`config.mk`:
```
export PLATFORM = sky130hd
export DESIGN_NAME = dram_responder
export DESIGN_NICKNAME = d
export VERILOG_FILES = /design/src/rtl/dram_pkg.sv /design/src/rtl/dram_strobe_sync.sv /design/src/rtl/dram_responder.sv
export SDC_FILE = /design/constraint.sdc
export NUM_CORES = 2
export LEC_CHECK = 0
export ABC_AREA = 0
export CAP_MARGIN = 20
export CORE_MARGIN = 2
export CORE_UTILIZATION = 60
export CTS_CLUSTER_SIZE = 24
export DETAILED_ROUTE_END_ITERATION = 10
export PLACE_DENSITY = 0.8
export SLEW_MARGIN = 25
export SYNTH_ARGS = -nofsm -noshare
export SYNTH_HDL_FRONTEND = slang
export SYNTH_SLANG_ARGS = --single-unit
```
`constraint.sdc`:
```
create_clock -name clk_i -period 5.3 [get_ports clk_i]
set_input_delay 0.53 -clock clk_i [delete_from_list [all_inputs] [get_ports clk_i]]
set_output_delay 0.53 -clock clk_i [all_outputs]
set_load 0.03 [all_outputs]
```
`src/rtl/dram_pkg.sv`:
```
// Shared types and widths for the DRAM responder model.
package dram_pkg;
   localparam int DA_W = 9;
   localparam int D_W  = 8;

   typedef enum logic [1:0] {
      IDLE       = 2'd0,
      ROW_OPEN   = 2'd1,
      COL_ACTIVE = 2'd2
   } dram_state_e;
endpackage

```
`src/rtl/dram_strobe_sync.sv`:
```
// Input registers for the DRAM bus plus RAS/CAS edge detectors; edges compare
// the current registered strobe against the previous registered strobe.
module dram_strobe_sync
   import dram_pkg::*;
(
   input  logic            clk_i,
   input  logic            reset,
   input  logic            ras_n_i,
   input  logic            cas_n_i,
   input  logic            we_n_i,
   input  logic [DA_W-1:0] da_i,
   input  logic [D_W-1:0]  d_i,
   output logic            we_n_o,
   output logic [DA_W-1:0] da_o,
   output logic [D_W-1:0]  d_o,
   output logic            ras_fall_o,
   output logic            ras_rise_o,
   output logic            cas_fall_o,
   output logic            cas_rise_o
);
   logic            ras_n_d, ras_n_q, ras_prev_d, ras_prev_q;
   logic            cas_n_d, cas_n_q, cas_prev_d, cas_prev_q;
   logic            we_n_d, we_n_q;
   logic [DA_W-1:0] da_d, da_q;
   logic [D_W-1:0]  d_d, d_q;

   always_comb begin
      ras_n_d    = ras_n_i;
      cas_n_d    = cas_n_i;
      ras_prev_d = ras_n_q;
      cas_prev_d = cas_n_q;
      we_n_d     = we_n_i;
      da_d       = da_i;
      d_d        = d_i;
   end

   // Strobe history resets high so a strobe held low through reset reads as a fresh fall.
   always_ff @(posedge clk_i) begin
      if (reset) begin
         ras_n_q    <= 1'b1;
         cas_n_q    <= 1'b1;
         ras_prev_q <= 1'b1;
         cas_prev_q <= 1'b1;
         we_n_q     <= 1'b1;
         da_q       <= '0;
         d_q        <= '0;
      end else begin
         ras_n_q    <= ras_n_d;
         cas_n_q    <= cas_n_d;
         ras_prev_q <= ras_prev_d;
         cas_prev_q <= cas_prev_d;
         we_n_q     <= we_n_d;
         da_q       <= da_d;
         d_q        <= d_d;
      end
   end

   assign we_n_o     = we_n_q;
   assign da_o       = da_q;
   assign d_o        = d_q;
   assign ras_fall_o = ras_prev_q & ~ras_n_q;
   assign ras_rise_o = ~ras_prev_q & ras_n_q;
   assign cas_fall_o = cas_prev_q & ~cas_n_q;
   assign cas_rise_o = ~cas_prev_q & cas_n_q;
endmodule

```
`src/rtl/dram_responder.sv`:
```
// Asynchronous-DRAM slave model: RAS/CAS decoding, page mode, CAS latency and
// protocol checks. Define DRAM_RESPONDER_REFRESH_CHECK_EN for the refresh-window checker.
module dram_responder
   import dram_pkg::*;
#(
   parameter int ROW_BITS      = 4,
   parameter int COL_BITS      = 4,
   parameter int CAS_LAT       = 1,
   parameter int REFRESH_LIMIT = 1000
) (
   input  logic            clk_i,
   input  logic            reset,
   input  logic            ras_n_i,
   input  logic            cas_n_i,
   input  logic            we_n_i,
   input  logic [DA_W-1:0] da_i,
   input  logic [D_W-1:0]  d_i,
   output logic [D_W-1:0]  q_o,
   output logic            q_oe_o,
   output logic            proto_err_o,
   output logic            refresh_err_o,
   output logic [15:0]     access_cnt_o
);
   localparam int         ADDR_W    = ROW_BITS + COL_BITS;
   localparam int         MEM_DEPTH = 1 << ADDR_W;
   localparam logic [1:0] LAT_INIT  = (CAS_LAT > 0) ? 2'(CAS_LAT - 1) : 2'd0;

   logic            we_n_q, ras_fall, ras_rise, cas_fall, cas_rise;
   logic [DA_W-1:0] da_q;
   logic [D_W-1:0]  d_q;
   logic            unused_da;

   dram_strobe_sync u_sync (
      .clk_i      (clk_i),
      .reset      (reset),
      .ras_n_i    (ras_n_i),
      .cas_n_i    (cas_n_i),
      .we_n_i     (we_n_i),
      .da_i       (da_i),
      .d_i        (d_i),
      .we_n_o     (we_n_q),
      .da_o       (da_q),
      .d_o        (d_q),
      .ras_fall_o (ras_fall),
      .ras_rise_o (ras_rise),
      .cas_fall_o (cas_fall),
      .cas_rise_o (cas_rise)
   );
   assign unused_da = ^da_q;

   dram_state_e         state_d, state_q;
   logic [ROW_BITS-1:0] row_d, row_q;
   logic [COL_BITS-1:0] col_d, col_q, rd_col;
   logic                wr_pend_d, wr_pend_q, rd_pend_d, rd_pend_q;
   logic [D_W-1:0]      wr_data_d, wr_data_q, q_d, q_q, rd_data;
   logic [1:0]          lat_cnt_d, lat_cnt_q;
   logic                q_oe_d, q_oe_q, proto_err_d, proto_err_q, mem_we;
   logic [15:0]         access_cnt_d, access_cnt_q;
   logic [D_W-1:0]      mem_q [MEM_DEPTH];

   // With zero latency data is fetched on the detection edge, before col_q is loaded.
   assign rd_col  = (CAS_LAT == 0) ? da_q[COL_BITS-1:0] : col_q;
   assign rd_data = mem_q[{row_q, rd_col}];

   always_comb begin
      state_d      = state_q;
      row_d        = row_q;
      col_d        = col_q;
      wr_pend_d    = 1'b0;
      wr_data_d    = wr_data_q;
      rd_pend_d    = rd_pend_q;
      lat_cnt_d    = lat_cnt_q;
      q_d          = q_q;
      q_oe_d       = q_oe_q;
      proto_err_d  = proto_err_q;
      access_cnt_d = access_cnt_q;
      mem_we       = wr_pend_q;
      case (state_q)
         IDLE: begin
            if (cas_fall) proto_err_d = 1'b1;
            if (ras_fall) begin
               row_d   = da_q[ROW_BITS-1:0];
               state_d = ROW_OPEN;
            end
         end
         ROW_OPEN: begin
            if (ras_rise) begin
               state_d = IDLE;
            end else if (cas_fall) begin
               col_d        = da_q[COL_BITS-1:0];
               access_cnt_d = access_cnt_q + 16'd1;
               state_d      = COL_ACTIVE;
               if (!we_n_q) begin
                  wr_pend_d = 1'b1;
                  wr_data_d = d_q;
               end else if (CAS_LAT == 0) begin
                  q_d    = rd_data;
                  q_oe_d = 1'b1;
               end else begin
                  rd_pend_d = 1'b1;
                  lat_cnt_d = LAT_INIT;
               end
            end
         end
         COL_ACTIVE: begin
            // A write is committed one clock after entry, so an abort here still blocks it.
            if (ras_rise) begin
               state_d     = IDLE;
               proto_err_d = 1'b1;
               mem_we      = 1'b0;
               q_oe_d      = 1'b0;
               rd_pend_d   = 1'b0;
            end else if (cas_rise) begin
               state_d = ROW_OPEN;
               q_oe_d  = 1'b0;
               if (rd_pend_q) begin
                  proto_err_d = 1'b1;
                  rd_pend_d   = 1'b0;
               end
            end else if (rd_pend_q) begin
               if (lat_cnt_q == 2'd0) begin
                  q_d       = rd_data;
                  q_oe_d    = 1'b1;
                  rd_pend_d = 1'b0;
               end else begin
                  lat_cnt_d = lat_cnt_q - 2'd1;
               end
            end
         end
         default: state_d = IDLE;
      endcase
   end

   always_ff @(posedge clk_i) begin
      if (reset) begin
         state_q      <= IDLE;
         row_q        <= '0;
         col_q        <= '0;
         wr_pend_q    <= 1'b0;
         wr_data_q    <= '0;
         rd_pend_q    <= 1'b0;
         lat_cnt_q    <= '0;
         q_q          <= '0;
         q_oe_q       <= 1'b0;
         proto_err_q  <= 1'b0;
         access_cnt_q <= '0;
      end else begin
         state_q      <= state_d;
         row_q        <= row_d;
         col_q        <= col_d;
         wr_pend_q    <= wr_pend_d;
         wr_data_q    <= wr_data_d;
         rd_pend_q    <= rd_pend_d;
         lat_cnt_q    <= lat_cnt_d;
         q_q          <= q_d;
         q_oe_q       <= q_oe_d;
         proto_err_q  <= proto_err_d;
         access_cnt_q <= access_cnt_d;
      end
   end

   always_ff @(posedge clk_i) begin
      if (mem_we && !reset) mem_q[{row_q, col_q}] <= wr_data_q;
   end

   assign q_o          = q_q;
   assign q_oe_o       = q_oe_q;
   assign proto_err_o  = proto_err_q;
   assign access_cnt_o = access_cnt_q;

`ifdef DRAM_RESPONDER_REFRESH_CHECK_EN
   localparam int WIN_W = $clog2(REFRESH_LIMIT + 1);
   localparam int ROWS  = 1 << ROW_BITS;

   logic [ROWS-1:0]  bitmap_d, bitmap_q, mark;
   logic [WIN_W-1:0] win_cnt_d, win_cnt_q;
   logic             refresh_err_d, refresh_err_q;

   // A row refreshed on a window-restart edge is carried into the new window.
   always_comb begin
      mark = '0;
      if (state_q == ROW_OPEN && ras_rise) mark[row_q] = 1'b1;
      bitmap_d      = bitmap_q | mark;
      win_cnt_d     = win_cnt_q + WIN_W'(1);
      refresh_err_d = refresh_err_q;
      if (&bitmap_q) begin
         bitmap_d  = mark;
         win_cnt_d = '0;
      end else if (win_cnt_q == WIN_W'(REFRESH_LIMIT)) begin
         refresh_err_d = 1'b1;
         bitmap_d      = mark;
         win_cnt_d     = '0;
      end
   end

   always_ff @(posedge clk_i) begin
      if (reset) begin
         bitmap_q      <= '0;
         win_cnt_q     <= '0;
         refresh_err_q <= 1'b0;
      end else begin
         bitmap_q      <= bitmap_d;
         win_cnt_q     <= win_cnt_d;
         refresh_err_q <= refresh_err_d;
      end
   end

   assign refresh_err_o = refresh_err_q;
`else
   assign refresh_err_o = 1'b0;
`endif
endmodule

```
==> run metrics <==
status=complete, no violations; #FFs+latches synth=2113; worst-margin pin slew=1.16 ns; # setup viols final=0; Syn Inst Count=4023; pre-CTS setup slack=1.17 ns; Iter 0 DRT Violations=6751; total grt overflow=0; Crit. End Element=flip-flop; EDFF count, synth=2048; Async S/R FF share, synth=0; met3 global-route usage=0.0911; DRT Wirelength=207000 um; Max Transition Viols Final=0; Netlist cell types=73; RSZ-0062 raised after global routing=no; worst vdd ir=0.310 mV; crit path time final=4.20 ns; setup ws final=1.10 ns; most common cell after layout, fill and taps aside=edfxtp_1; dominant synthesized flop cell=edfxtp_1; RePlAce Congestion=0.883; startpoint types=flip-flop; Vias per Instance=6.93; PostCTS Resize Cnt=0; clock buffer depth=3; relative slew slack=0.222; antenna-violating nets left=0; max_cap viols=0; largest net degree at the start of global routing=233; Clock transition at path regs=0.07 ns; CTS sink cnt=2113; CTS tree=done; Avg WL per Cell=34.0 um; hpwl dp=121000 um; # fillers=8061; share of layout cells above drive strength 1=0.221; vias in the first global route=42.2k; Syn Area/Cell=20.4 um2; final core area utilization=0.670; post-CTS setup buffers=0; die height=374 um; TritonCTS Buffers=198; Mapped Nets=4047; global-route wire length before repair=298000 um; yosys warns=0; Setup TNS=0 ns; CP Class=flip-flop to flip-flop; Worst-Skew Late Latency=0.85 ns; Die Span X=374 um; CP delay by family, top=simple AND/OR/NAND/NOR gates; cell area power density=355 mW/mm2; crit path cell chain=nor2b_1 -> nand3_1 -> o32ai_1 -> a311o_1 -> nor4b_1 -> a311oi_1 -> a31o_1; Final nets=4164; Max Clock Skew=0.0292 ns; Root Driver=clkbuf_16; DRT Pass-1 Iters=6; DR vias=42.1k; Crit path buffers/inverters=0; Slowest Stage Delay on Critical Path=1.03 ns; I/O pins=49; Core ar.=0.136 mm2; antenna violations before repair=12; grt met1 use=0.402; overall power=32.3 mW; Initial Util=0.605; Final Hold Fails=0; synthesized cell area=0.0820 mm2; Data arrival, critical path=4.94 ns; Seq/Total Area, Yosys=0.766; met2 Usage GRT=0.455; final hold slack=0.259 ns; maximum fanout along the worst path=18; Die ar.=0.140 mm2; area grow syn2layout=10.9%; busiest grt layer=met2; crit path max-delay cell type=dfxtp_1; hold_buf cts=1; Tightest Hold Check Type=input port to flip-flop; total track usage=0.298; H-tree levels=4; Leak Pwr=28.0 nW; most frequent cells in the layout=edfxtp_1, mux4_2, nor2_1; placement row count=135; max frequency=238 MHz; IO buf count=42; Data required, critical path=6.04 ns; final worst-path cycle share=0.792; drc violations=0
## kinds of logic after synthesis
logic type               synth area share
XOR/XNOR                          0.00139
AND/OR/NAND/NOR                    0.0368
multiplexers                        0.156
adder cells (fa/ha/maj)          0.000305
buffers and inverters              0.0158
flip-flops                          0.766
other                           0.0000457
AO/OA/AOI/OAI                      0.0235
## state kept, by name, indices dropped and copies added, names as in the netlist
register,count
access_cnt_o,16
rd_pend_q,1
u_sync.d_o,8
u_sync.cas_n_q,1
row_q,4
u_sync.ras_prev_q,1
col_q,4
u_sync.ras_n_q,1
lat_cnt_q,2
q_oe_o,1
proto_err_o,1
wr_pend_q,1
wr_data_q,8
state_q,2
mem_q,2048
u_sync.da_o,4
u_sync.we_n_o,1
u_sync.cas_prev_q,1
q_o,8
## worst paths after layout
check                            from                        end  slack, ns  cells after the start
min reg2reg  u_sync.d_o[3]$_SDFF_PP0_  wr_data_q[3]$_SDFFE_PP0P_       0.47                      2
max reg2reg     row_q[1]$_SDFFE_PP0P_        q_o[4]$_SDFFE_PP0P_       1.10                      7
min                            d_i[1]   u_sync.d_o[1]$_SDFF_PP0_       0.26                      2
max             row_q[1]$_SDFFE_PP0P_        q_o[4]$_SDFFE_PP0P_       1.10                      7
## through the flow
step,cell area (um2),std cells
2_1_floorplan,82000,4023
3_3_place_gp,84600,5718
3_5_place_dp,84600,5718
4_1_cts,90900,6079
5_1_grt,90900,6081
6_report,90900,6083
## Yosys cell counts, drive strengths merged, types with 4 or more instances
cell	count	area share
clkbuf	96	0.0044
a311o	4	0.00049
a31oi	5	0.00038
nor3b	4	0.00037
nand4	17	0.0013
mux2	37	0.0051
a21oi	49	0.0030
edfxtp	2048	0.75
a32oi	21	0.0022
a32o	6	0.00073
nor2b	40	0.0031
and3	10	0.00076
a211oi	13	0.0012
o211ai	5	0.00046
nand2b	11	0.00084
inv	10	0.00046
o21ai	32	0.0020
a2111oi	8	0.00093
dfxtp	65	0.016
a22oi	28	0.0026
or3	4	0.00031
nand3	47	0.0029
o221ai	6	0.00064
mux4	487	0.13
nor3	21	0.0013
a221oi	11	0.0012
mux2i	144	0.018
o22ai	52	0.0040
or2	7	0.00053
buf	146	0.011
nand2	182	0.0083
and2	7	0.00053
a311oi	6	0.00064
xor2	10	0.0011
nor2	331	0.015
## layout make-up
cell class                      instances  area, um2  area share
Antenna cell                            2       5.00   0.0000550
Clock buffer                          249       5220      0.0574
Clock inverter                        111       1060      0.0117
Inverter                               12       48.8    0.000537
Multi-Input combinational cell       1656      18000       0.197
Sequential cell                      2113      62800       0.691
Tap cell                             1781       2230      0.0245
Timing Repair Buffer                  159       1570      0.0173
## routing by layer
layer / routed length [um] / up-vias
li1: - / 16700
met2: 96600 / 3217
met5: 138 / -
met3: 27900 / 651
met4: 10500 / 20
met1: 71600 / 21500
## where the power goes
group	switching (mW)	total [mW]	internal, mW
clock	6.19	13.9	7.73
sequential	0.0203	18.1	18.0
combinational	0.200	0.317	0.117
Power figures use the tool's default switching activity.
